## config.mk

```make
export PLATFORM = sky130hd
export DESIGN_NAME = vga_scan_gen
export DESIGN_NICKNAME = d
export VERILOG_FILES = /design/src/rtl/vga_pkg.sv /design/src/rtl/vga_axis_counter.sv /design/src/rtl/vga_scan_gen.sv
export SDC_FILE = /design/constraint.sdc
export NUM_CORES = 1
export LEC_CHECK = 0
export ABC_AREA = 0
export CAP_MARGIN = 5
export CORE_UTILIZATION = 53
export DETAILED_ROUTE_END_ITERATION = 7
export PLACE_DENSITY_LB_ADDON = 0.1
export SETUP_SLACK_MARGIN = 0.4
export SKIP_CTS_REPAIR_TIMING = 1
export SLEW_MARGIN = 40
export SYNTH_ARGS = -nofsm -noshare
export SYNTH_HDL_FRONTEND = slang
export SYNTH_SLANG_ARGS = --single-unit
```

## constraint.sdc

```tcl
create_clock -name clk -period 2.1 [get_ports clk]
set_input_delay 0.42 -clock clk [delete_from_list [all_inputs] [get_ports clk]]
set_output_delay 0.42 -clock clk [all_outputs]
set_load 0.005 [all_outputs]
```

## src/rtl/vga_pkg.sv

```systemverilog
// Shared VGA 640x480@60 timing constants, widths and the registered output bundle
// used by the scan generator and by sprite blocks for their screen-window bounds.
package vga_pkg;

  localparam int H_ACTIVE = 640;
  localparam int H_FP     = 16;
  localparam int H_SYNC   = 96;
  localparam int H_BP     = 48;
  localparam int V_ACTIVE = 480;
  localparam int V_FP     = 10;
  localparam int V_SYNC   = 2;
  localparam int V_BP     = 33;

  localparam int   CLK_DIV     = 2;
  localparam logic SYNC_ACTIVE = 1'b0;

  localparam int H_TOTAL = H_ACTIVE + H_FP + H_SYNC + H_BP;
  localparam int V_TOTAL = V_ACTIVE + V_FP + V_SYNC + V_BP;

  localparam int H_SYNC_START = H_ACTIVE + H_FP;
  localparam int H_SYNC_END   = H_SYNC_START + H_SYNC - 1;
  localparam int V_SYNC_START = V_ACTIVE + V_FP;
  localparam int V_SYNC_END   = V_SYNC_START + V_SYNC - 1;

  localparam int ROW_W = 9;
  localparam int COL_W = 10;
  localparam int CNT_W = 10;
  localparam int DIV_W = 2;

  typedef struct packed {
    logic [ROW_W-1:0] row;
    logic [COL_W-1:0] col;
    logic             hsync;
    logic             vsync;
    logic             video_on;
    logic             pix_en;
    logic             frame_tick;
  } scan_out_t;

  function automatic logic sync_level(input logic asserted, input logic active_level);
    return asserted ? active_level : ~active_level;
  endfunction

endpackage

```

## src/rtl/vga_axis_counter.sv

```systemverilog
// One raster axis: position counter with wrap, plus active-window, sync-window and
// saturated-position decode. Used once for pixels and once for lines.
module vga_axis_counter
  import vga_pkg::*;
#(
  parameter int ACTIVE = H_ACTIVE,
  parameter int FP     = H_FP,
  parameter int SYNC   = H_SYNC,
  parameter int BP     = H_BP,
  parameter int POS_W  = COL_W
) (
  input  logic             clk,
  input  logic             rst,
  input  logic             en,
  output logic [CNT_W-1:0] cnt,
  output logic             wrap,
  output logic             active,
  output logic             in_sync,
  output logic [POS_W-1:0] pos
);

  localparam int TOTAL = ACTIVE + FP + SYNC + BP;

  localparam logic [CNT_W-1:0] LAST       = CNT_W'(TOTAL - 1);
  localparam logic [CNT_W-1:0] ACTIVE_END = CNT_W'(ACTIVE);
  localparam logic [CNT_W-1:0] SYNC_FIRST = CNT_W'(ACTIVE + FP);
  localparam logic [CNT_W-1:0] SYNC_LAST  = CNT_W'(ACTIVE + FP + SYNC - 1);
  localparam logic [POS_W-1:0] POS_MAX    = POS_W'(ACTIVE - 1);

  // NOTE: state registers use non-blocking assignments and reset asynchronously, so
  // every flop sees pre-edge values of its neighbours regardless of process order.
  always_ff @(posedge clk or posedge rst) begin
    if (rst) begin
      cnt <= '0;
    end else if (en) begin
      cnt <= wrap ? '0 : cnt + CNT_W'(1);
    end
  end

  assign wrap    = en && (cnt == LAST);
  assign active  = (cnt < ACTIVE_END);
  assign in_sync = (cnt >= SYNC_FIRST) && (cnt <= SYNC_LAST);

  // Consumers index ROMs with pos, so it parks on the last visible index in blanking.
  assign pos = active ? cnt[POS_W-1:0] : POS_MAX;

endmodule

```

## src/rtl/vga_scan_gen.sv

```systemverilog
// VGA raster scan generator: pixel divider, h/v counters and a registered output
// stage giving row/col, syncs, video_on, pix_en and a once-per-frame tick.
module vga_scan_gen #(
  parameter int   H_ACTIVE    = vga_pkg::H_ACTIVE,
  parameter int   H_FP        = vga_pkg::H_FP,
  parameter int   H_SYNC      = vga_pkg::H_SYNC,
  parameter int   H_BP        = vga_pkg::H_BP,
  parameter int   V_ACTIVE    = vga_pkg::V_ACTIVE,
  parameter int   V_FP        = vga_pkg::V_FP,
  parameter int   V_SYNC      = vga_pkg::V_SYNC,
  parameter int   V_BP        = vga_pkg::V_BP,
  parameter int   CLK_DIV     = vga_pkg::CLK_DIV,
  parameter logic SYNC_ACTIVE = vga_pkg::SYNC_ACTIVE
) (
  input  logic                      clk,
  input  logic                      reset,
  output logic [vga_pkg::ROW_W-1:0] row,
  output logic [vga_pkg::COL_W-1:0] col,
  output logic                      hsync,
  output logic                      vsync,
  output logic                      video_on,
  output logic                      pix_en,
  output logic                      frame_tick
);

  localparam int DIV_W = vga_pkg::DIV_W;
  localparam int ROW_W = vga_pkg::ROW_W;
  localparam int COL_W = vga_pkg::COL_W;
  localparam int CNT_W = vga_pkg::CNT_W;

  localparam logic [DIV_W-1:0] DIV_LAST = DIV_W'(CLK_DIV - 1);

  localparam vga_pkg::scan_out_t OUT_RST = '{
    row:        '0,
    col:        '0,
    hsync:      ~SYNC_ACTIVE,
    vsync:      ~SYNC_ACTIVE,
    video_on:   1'b0,
    pix_en:     1'b0,
    frame_tick: 1'b0
  };

  logic [DIV_W-1:0] div;
  logic             adv;
  logic [CNT_W-1:0] h_cnt, v_cnt;
  logic             h_wrap, h_active, h_in_sync;
  logic             v_wrap, v_active, v_in_sync;
  logic [COL_W-1:0] h_pos;
  logic [ROW_W-1:0] v_pos;
  logic             wrapped;
  vga_pkg::scan_out_t out_d, out_q;

  assign adv = (div == DIV_LAST);

  always_ff @(posedge clk or posedge reset) begin
    if (reset) begin
      div <= '0;
    end else begin
      div <= adv ? '0 : div + DIV_W'(1);
    end
  end

  vga_axis_counter #(
    .ACTIVE (H_ACTIVE),
    .FP     (H_FP),
    .SYNC   (H_SYNC),
    .BP     (H_BP),
    .POS_W  (COL_W)
  ) u_h (
    .clk     (clk),
    .rst     (reset),
    .en      (adv),
    .cnt     (h_cnt),
    .wrap    (h_wrap),
    .active  (h_active),
    .in_sync (h_in_sync),
    .pos     (h_pos)
  );

  vga_axis_counter #(
    .ACTIVE (V_ACTIVE),
    .FP     (V_FP),
    .SYNC   (V_SYNC),
    .BP     (V_BP),
    .POS_W  (ROW_W)
  ) u_v (
    .clk     (clk),
    .rst     (reset),
    .en      (h_wrap),
    .cnt     (v_cnt),
    .wrap    (v_wrap),
    .active  (v_active),
    .in_sync (v_in_sync),
    .pos     (v_pos)
  );

  // Set on the edge the counters wrap to (0,0); the output stage shows that position
  // one clk later, so the flag lines frame_tick up with that pix_en.
  always_ff @(posedge clk or posedge reset) begin
    if (reset) begin
      wrapped <= 1'b0;
    end else begin
      wrapped <= v_wrap;
    end
  end

  always_comb begin
    out_d            = OUT_RST;
    out_d.row        = v_pos;
    out_d.col        = h_pos;
    out_d.hsync      = vga_pkg::sync_level(h_in_sync, SYNC_ACTIVE);
    out_d.vsync      = vga_pkg::sync_level(v_in_sync, SYNC_ACTIVE);
    out_d.video_on   = h_active && v_active;
    out_d.pix_en     = (div == '0);
    out_d.frame_tick = wrapped;
  end

  always_ff @(posedge clk or posedge reset) begin
    if (reset) begin
      out_q <= OUT_RST;
    end else begin
      out_q <= out_d;
    end
  end

  assign row        = out_q.row;
  assign col        = out_q.col;
  assign hsync      = out_q.hsync;
  assign vsync      = out_q.vsync;
  assign video_on   = out_q.video_on;
  assign pix_en     = out_q.pix_en;
  assign frame_tick = out_q.frame_tick;

endmodule

```

Word-level counts from Yosys, hierarchy flattened
Index checks and enable logic that the tools add are counted.
{ "totals": {"output_inout_bits": 24, "reg_bits": 47, "elab_cells": 36, "input_bits": 2} }
{ "classes": {"magnitude_cmp": 6, "n_addsub": 3, "n_reduce_logical": 6, "n_eq_ne": 3, "muxes": 7} }
{ "op_table": {"columns": ["op", "n"], "rows": [
  ["$mux 10", 3],
  ["$add 10x1->10 const B", 2],
  ["$eq 10x10->1 const B", 2],
  ["$ge 10x10->1 const B", 1],
  ["$ge 10x9->1 const B", 1],
  ["$le 10x10->1 const B", 1],
  ["$le 10x9->1 const B", 1],
  ["$lt 10x10->1 const B", 1],
  ["$lt 10x9->1 const B", 1],
  ["$mux 9", 1],
  ["$logic_and 1x1->1", 5],
  ["$add 2x1->2 const B", 1],
  ["$eq 2x1->1 const B", 1],
  ["$logic_not 2->1", 1],
  ["$mux 1", 2],
  ["$mux 2", 1]
]} }

Logic depth before layout (Yosys ltp)
{ "depth": {"depth_word": 4, "depth_mapped": 7, "ltp_nobuf": 6} }

By module
From an unflattened synthesis, not the netlist that was laid out.
{ "unflattened": {"hier_cells": 166, "hier_area_um2": 1956.9} }
{ "by_module_without_submodules": {"columns": ["module", "area_per_inst_um2", "instances", "seq_area_each_um2", "cells_each"], "rows": [
  ["vga_scan_gen", 718.2, 1, 678.2, 35],
  ["vga_axis_counter (u_v)", 624.3, 1, 250.2, 63],
  ["vga_axis_counter (u_h)", 614.3, 1, 250.2, 68]
]} }

Worst setup path before layout
No wires, ideal clock.
{ "synth_timing": {"kind": "register to register", "start": "register u_h.cnt[5]", "end": "register u_v.cnt[6]", "slack_ns": 0.408, "required_time_ns": 1.975, "setup_time_ns": 0.125, "path_stages_with_launch": 5, "n_path_buf": 0, "synth_period_minus_slack_ns": 1.692, "arrival_time_ns": 1.567, "path_cell_list": "dfrtp_1 > nor4b_4 > nand4_2 > or4_4 > xnor2_2"} }
{ "synth_between": {"elab_chain_len": 4} }
{ "synth_rtl": {"columns": ["item", "line", "rtl"], "rows": [
  ["from (decl)", "vga_axis_counter.sv:15", "output logic [CNT_W-1:0] cnt,"],
  ["from (signal assigned)", "vga_axis_counter.sv:36", "cnt <= wrap ? '0 : cnt + CNT_W'(1);"],
  ["$eq 10x10->1 (*)", "vga_axis_counter.sv:40", "assign wrap = en && (cnt == LAST);"],
  ["$logic_and 1x1->1 (*)", "vga_axis_counter.sv:40", null],
  ["$logic_and 1x1->1", "vga_axis_counter.sv:40", null],
  ["$mux 10", "vga_axis_counter.sv:36", null],
  ["to (signal assigned)", "vga_axis_counter.sv:36", null],
  ["to (decl)", "vga_axis_counter.sv:15", null]
]} }
Every way passes the cells marked *; elsewhere a longest branch is shown, timed or not.
A chain may end at the register's enable or synchronous reset.

Worst setup path after layout
{ "layout_timing": {"start": "register u_h.cnt[7]", "end": "register u_v.cnt[6]"} }
Same word-level chain as after synthesis.

==> flow_summary.html <==
<table>
<tr><th>Metric</th><th>Value</th></tr>
<tr><th colspan="2">Run status</th></tr>
<tr><td>Run status</td><td>complete, no violations</td></tr>
<tr><th colspan="2">STA</th></tr>
<tr><td>Setup repair after global routing missed its margin</td><td>yes</td></tr>
<tr><td>Worst Tran Pin Value</td><td>0.487 ns</td></tr>
<tr><td>Setup-violating endpoint count in the final report</td><td>0</td></tr>
<tr><td>Worst slew margin</td><td>0.675</td></tr>
<tr><td>Final worst clock skew</td><td>0.00865 ns</td></tr>
<tr><td>Highest clock frequency the design can meet</td><td>564 MHz</td></tr>
<tr><td>Post-route minimum period</td><td>1.77 ns</td></tr>
<tr><td>Number of max-slew violations in the final report</td><td>0</td></tr>
<tr><td>Hold violation count in the final report</td><td>0</td></tr>
<tr><td>Final worst path period share</td><td>0.844</td></tr>
<tr><td>Setup TNS</td><td>0 ns</td></tr>
<tr><th colspan="2">Finish</th></tr>
<tr><td>Area growth from synthesis to final layout</td><td>26.0%</td></tr>
<tr><td>Antenna diode count</td><td>0</td></tr>
<tr><td>Final nets</td><td>214</td></tr>
<tr><td>Fraction of layout cells with a size suffix above 1</td><td>0.192</td></tr>
<tr><th colspan="2">Power and ir drop</th></tr>
<tr><td>Pwr per Cell Area</td><td>594 nW/µm²</td></tr>
<tr><td>Leak Pwr</td><td>1.15 nW</td></tr>
<tr><td>Largest vdd supply drop</td><td>0.537 mV</td></tr>
<tr><td>Total power consumption of the routed design</td><td>1.45 mW</td></tr>
<tr><th colspan="2">Global route</th></tr>
<tr><td>Largest net degree at the start of global routing</td><td>48</td></tr>
<tr><td>Total routing resource utilization after global routing</td><td>0.202</td></tr>
<tr><td>Number of global-route vias before repair</td><td>1309</td></tr>
<tr><td>First-pass GRT wire length</td><td>6020 µm</td></tr>
<tr><td>Antenna violations before repair</td><td>0</td></tr>
<tr><td>Global-route congestion overflow total</td><td>0</td></tr>
<tr><th colspan="2">Synthesis</th></tr>
<tr><td>Average cell area after synthesis</td><td>11.5 µm²</td></tr>
<tr><td>Synthesized area</td><td>1930 µm²</td></tr>
<tr><td>Share of synthesized registers carrying an async set or reset</td><td>1.00</td></tr>
<tr><td>Syn Inst Count</td><td>168</td></tr>
<tr><td>EDFF count, synth</td><td>0</td></tr>
<tr><td>Number of synthesis warnings</td><td>0</td></tr>
<tr><td>Main area contributors after synthesis</td><td>sky130_fd_sc_hd__dfrtp_1, sky130_fd_sc_hd__ha_1, sky130_fd_sc_hd__nand2_1</td></tr>
<tr><td>Number of register bits inferred by synthesis</td><td>47</td></tr>
<tr><td>Netlist cell types</td><td>34</td></tr>
<tr><td>Post-synthesis cell type with the largest combined area</td><td>sky130_fd_sc_hd__dfrtp_1</td></tr>
<tr><td>Ys flop type</td><td>sky130_fd_sc_hd__dfrtp_1</td></tr>
<tr><td>Post-synthesis net count</td><td>175</td></tr>
<tr><td>Sequential-to-total area share from yosys stat</td><td>0.610</td></tr>
<tr><td>Area share of the largest cell type after synthesis</td><td>0.583</td></tr>
<tr><th colspan="2">Die</th></tr>
<tr><td>Core outline area</td><td>3420 µm²</td></tr>
<tr><td>Number of top-level pins</td><td>26</td></tr>
<tr><td>Number of core rows</td><td>21</td></tr>
<tr><td>Die Height</td><td>62.4 µm</td></tr>
<tr><td>Die Wd</td><td>62.4 µm</td></tr>
<tr><td>Die Outline Area</td><td>3890 µm²</td></tr>
<tr><td>Initial Utilization</td><td>0.566</td></tr>
<tr><th colspan="2">Critical path</th></tr>
<tr><td>Arrival @ worst endpoint</td><td>2.03 ns</td></tr>
<tr><td>Critical Path RT</td><td>2.36 ns</td></tr>
<tr><td>Category of the worst setup path launch point</td><td>flop</td></tr>
<tr><td>Category of the critical setup timing path</td><td>flop to flop</td></tr>
<tr><td>Endpoint class of the critical path</td><td>flop</td></tr>
<tr><td>Critical-path maximum fanout</td><td>5</td></tr>
<tr><th colspan="2">Min path</th></tr>
<tr><td>Class of the worst hold path</td><td>flop to flop</td></tr>
<tr><th colspan="2">Place</th></tr>
<tr><td>Port-buffer cells</td><td>25</td></tr>
<tr><td>RePlAce Congestion</td><td>0.896</td></tr>
<tr><td>Sum of net half-perimeters after detailed placement</td><td>2440 µm</td></tr>
<tr><th colspan="2">Detailed routing</th></tr>
<tr><td>Residual DRC count</td><td>0</td></tr>
<tr><td>Remaining antenna violation count</td><td>0</td></tr>
<tr><td>WL final</td><td>3540 µm</td></tr>
<tr><td>Routed length per instance</td><td>13.9 µm</td></tr>
<tr><td>Total number of vias</td><td>1331</td></tr>
<tr><td>First-pass iteration count of the detailed router</td><td>4</td></tr>
<tr><td>First-iteration detailed-routing DRC count</td><td>49</td></tr>
<tr><td>Vias per cell</td><td>5.24</td></tr>
<tr><th colspan="2">Clock network</th></tr>
<tr><td>Master cell of the clock root buffer</td><td>sky130_fd_sc_hd__clkbuf_4</td></tr>
<tr><td>H-tree levels</td><td>2</td></tr>
<tr><td>Clock network latency to the later pin of the worst-skew pair</td><td>0.36 ns</td></tr>
<tr><td>Clock Path Buffers</td><td>2</td></tr>
<tr><td>Clock transition at the registers of the reported paths</td><td>0.13 ns</td></tr>
<tr><td>TritonCTS clock tree</td><td>done</td></tr>
<tr><td>Clock Sinks</td><td>47</td></tr>
<tr><td>Cts bufs inserted</td><td>5</td></tr>
<tr><th colspan="2">Run</th></tr>
<tr><td>Count of maximum capacitance violations</td><td>0</td></tr>
</table>
[cell type report]
type                       count  area, µm²
tap                           46       57.6
sequential                    47       1190
multi-input combinational    106        724
timing repair buffer          36        350
fill                         258        981
clock buffer                   7       45.0
inverter                      11       41.3
clock inverter                 1       30.0
[routing by layer]
layer	part of all wire	vias to the layer above	wire length, µm	track usage
met4	0.026	0	91	0.134
li1	-	639	-	-
met1	0.45	641	1590	0.258
met3	0.042	10	148	0.0401
met2	0.48	41	1710	0.315
met5	0	-	0	0
[flip-flops by register name, indices dropped and copies added, names as in the netlist]
name        cells
col            10
u_h.cnt        10
u_v.cnt        10
row             9
div             2
frame_tick      1
hsync           1
pix_en          1
video_on        1
vsync           1
wrapped         1
[power breakdown]
group          leakage [nW]  switching, mW  internal [mW]  total, mW
Combinational         0.508         0.0170        0.00567     0.0227
Sequential            0.606              0          0.905      0.905
Clock                0.0395          0.265          0.253      0.518
Total                  1.15          0.282           1.16       1.45
[final timing paths]
kind | cells past startpoint | slack (ns) | from | endpoint
min reg2reg | 0 | 0.37 | wrapped | frame_tick
max | 4 | 0.33 | u_h.cnt[7] | u_v.cnt[6]
max reg2reg | 4 | 0.33 | u_h.cnt[7] | u_v.cnt[6]
min | 0 | 0.37 | wrapped | frame_tick
min in group asynchronous | 3 | 0.39 | reset | row[4]
max in group asynchronous | 3 | 1.44 | reset | hsync
[placed cells by master, fill, tap and decap left out, types with 2 or more instances in the layout]
cell | Yosys | routed
sky130_fd_sc_hd__dfrtp_1 | 45 | 39
sky130_fd_sc_hd__nand2b_1 | 7 | 7
sky130_fd_sc_hd__o211ai_1 | 3 | 3
sky130_fd_sc_hd__nand4_1 | 4 | 4
sky130_fd_sc_hd__xnor2_1 | 5 | 5
sky130_fd_sc_hd__and3_1 | 2 | 2
sky130_fd_sc_hd__and4_1 | 3 | 3
sky130_fd_sc_hd__clkbuf_4 | 0 | 5
sky130_fd_sc_hd__or4_4 | 1 | 2
sky130_fd_sc_hd__nor3_1 | 2 | 2
sky130_fd_sc_hd__dfstp_2 | 2 | 2
sky130_fd_sc_hd__dfrtp_2 | 0 | 6
sky130_fd_sc_hd__or4_1 | 3 | 2
sky130_fd_sc_hd__o21ai_0 | 6 | 6
sky130_fd_sc_hd__nand3_1 | 8 | 8
sky130_fd_sc_hd__nor2b_1 | 4 | 4
sky130_fd_sc_hd__clkdlybuf4s50_1 | 0 | 23
sky130_fd_sc_hd__or2_2 | 4 | 4
sky130_fd_sc_hd__clkbuf_1 | 3 | 2
sky130_fd_sc_hd__dlymetal6s2s_1 | 0 | 2
sky130_fd_sc_hd__and2_1 | 6 | 6
sky130_fd_sc_hd__nand2_1 | 16 | 15
sky130_fd_sc_hd__or3_1 | 2 | 2
sky130_fd_sc_hd__xor2_1 | 4 | 4
sky130_fd_sc_hd__nor2_1 | 7 | 7
sky130_fd_sc_hd__buf_4 | 0 | 10
sky130_fd_sc_hd__ha_1 | 5 | 5
sky130_fd_sc_hd__inv_1 | 11 | 9
sky130_fd_sc_hd__a21oi_2 | 0 | 2
[synth_stat cells, types with 3 or more instances]
master                     instances
sky130_fd_sc_hd__nand3_1           8
sky130_fd_sc_hd__clkbuf_1          3
sky130_fd_sc_hd__nor2b_1           4
sky130_fd_sc_hd__and2_1            6
sky130_fd_sc_hd__ha_1              5
sky130_fd_sc_hd__inv_1            11
sky130_fd_sc_hd__nand4_1           4
sky130_fd_sc_hd__xor2_1            4
sky130_fd_sc_hd__o21ai_0           6
sky130_fd_sc_hd__nand2_1          16
sky130_fd_sc_hd__or2_2             4
sky130_fd_sc_hd__or4_1             3
sky130_fd_sc_hd__a21oi_1           3
sky130_fd_sc_hd__nor2_1            7
sky130_fd_sc_hd__nand2b_1          7
sky130_fd_sc_hd__and4_1            3
sky130_fd_sc_hd__o211ai_1          3
sky130_fd_sc_hd__dfrtp_1          45
sky130_fd_sc_hd__xnor2_1           5
[worst max-delay path, cell delays in order (launching register included)]
cell                      delay [ns]
sky130_fd_sc_hd__dfrtp_2        0.46
sky130_fd_sc_hd__nor4b_4        0.34
sky130_fd_sc_hd__nand4_2        0.21
sky130_fd_sc_hd__or4_4          0.53
sky130_fd_sc_hd__xnor2_2        0.14
[stage by stage]
stage               cell area (µm²)  cells  utilization  hold WS [ns]  worst slack [ns]
floorplan                      1930    168            -         0.331             0.408
CTS                            2330    246        0.683         0.369             0.185
global placement               2260    238        0.661         0.333             0.322
detailed placement             2260    238        0.661         0.340             0.207
finish                         2430    254        0.713         0.371             0.328
global route                   2430    254        0.713         0.381             0.246
[kinds of logic (layout without fill, tap and decap cells)]
logic type,after synthesis,after routing,share of synthesized area
compound gates,17,17,0.0512
xor+xnor,10,10,0.0492
fa+ha+maj,5,5,0.0324
buf+inv,15,55,0.0298
flops,47,47,0.610
mux,1,1,0.00518
simple gates,73,73,0.222
Note: power is estimated with default switching activity, not from simulation.
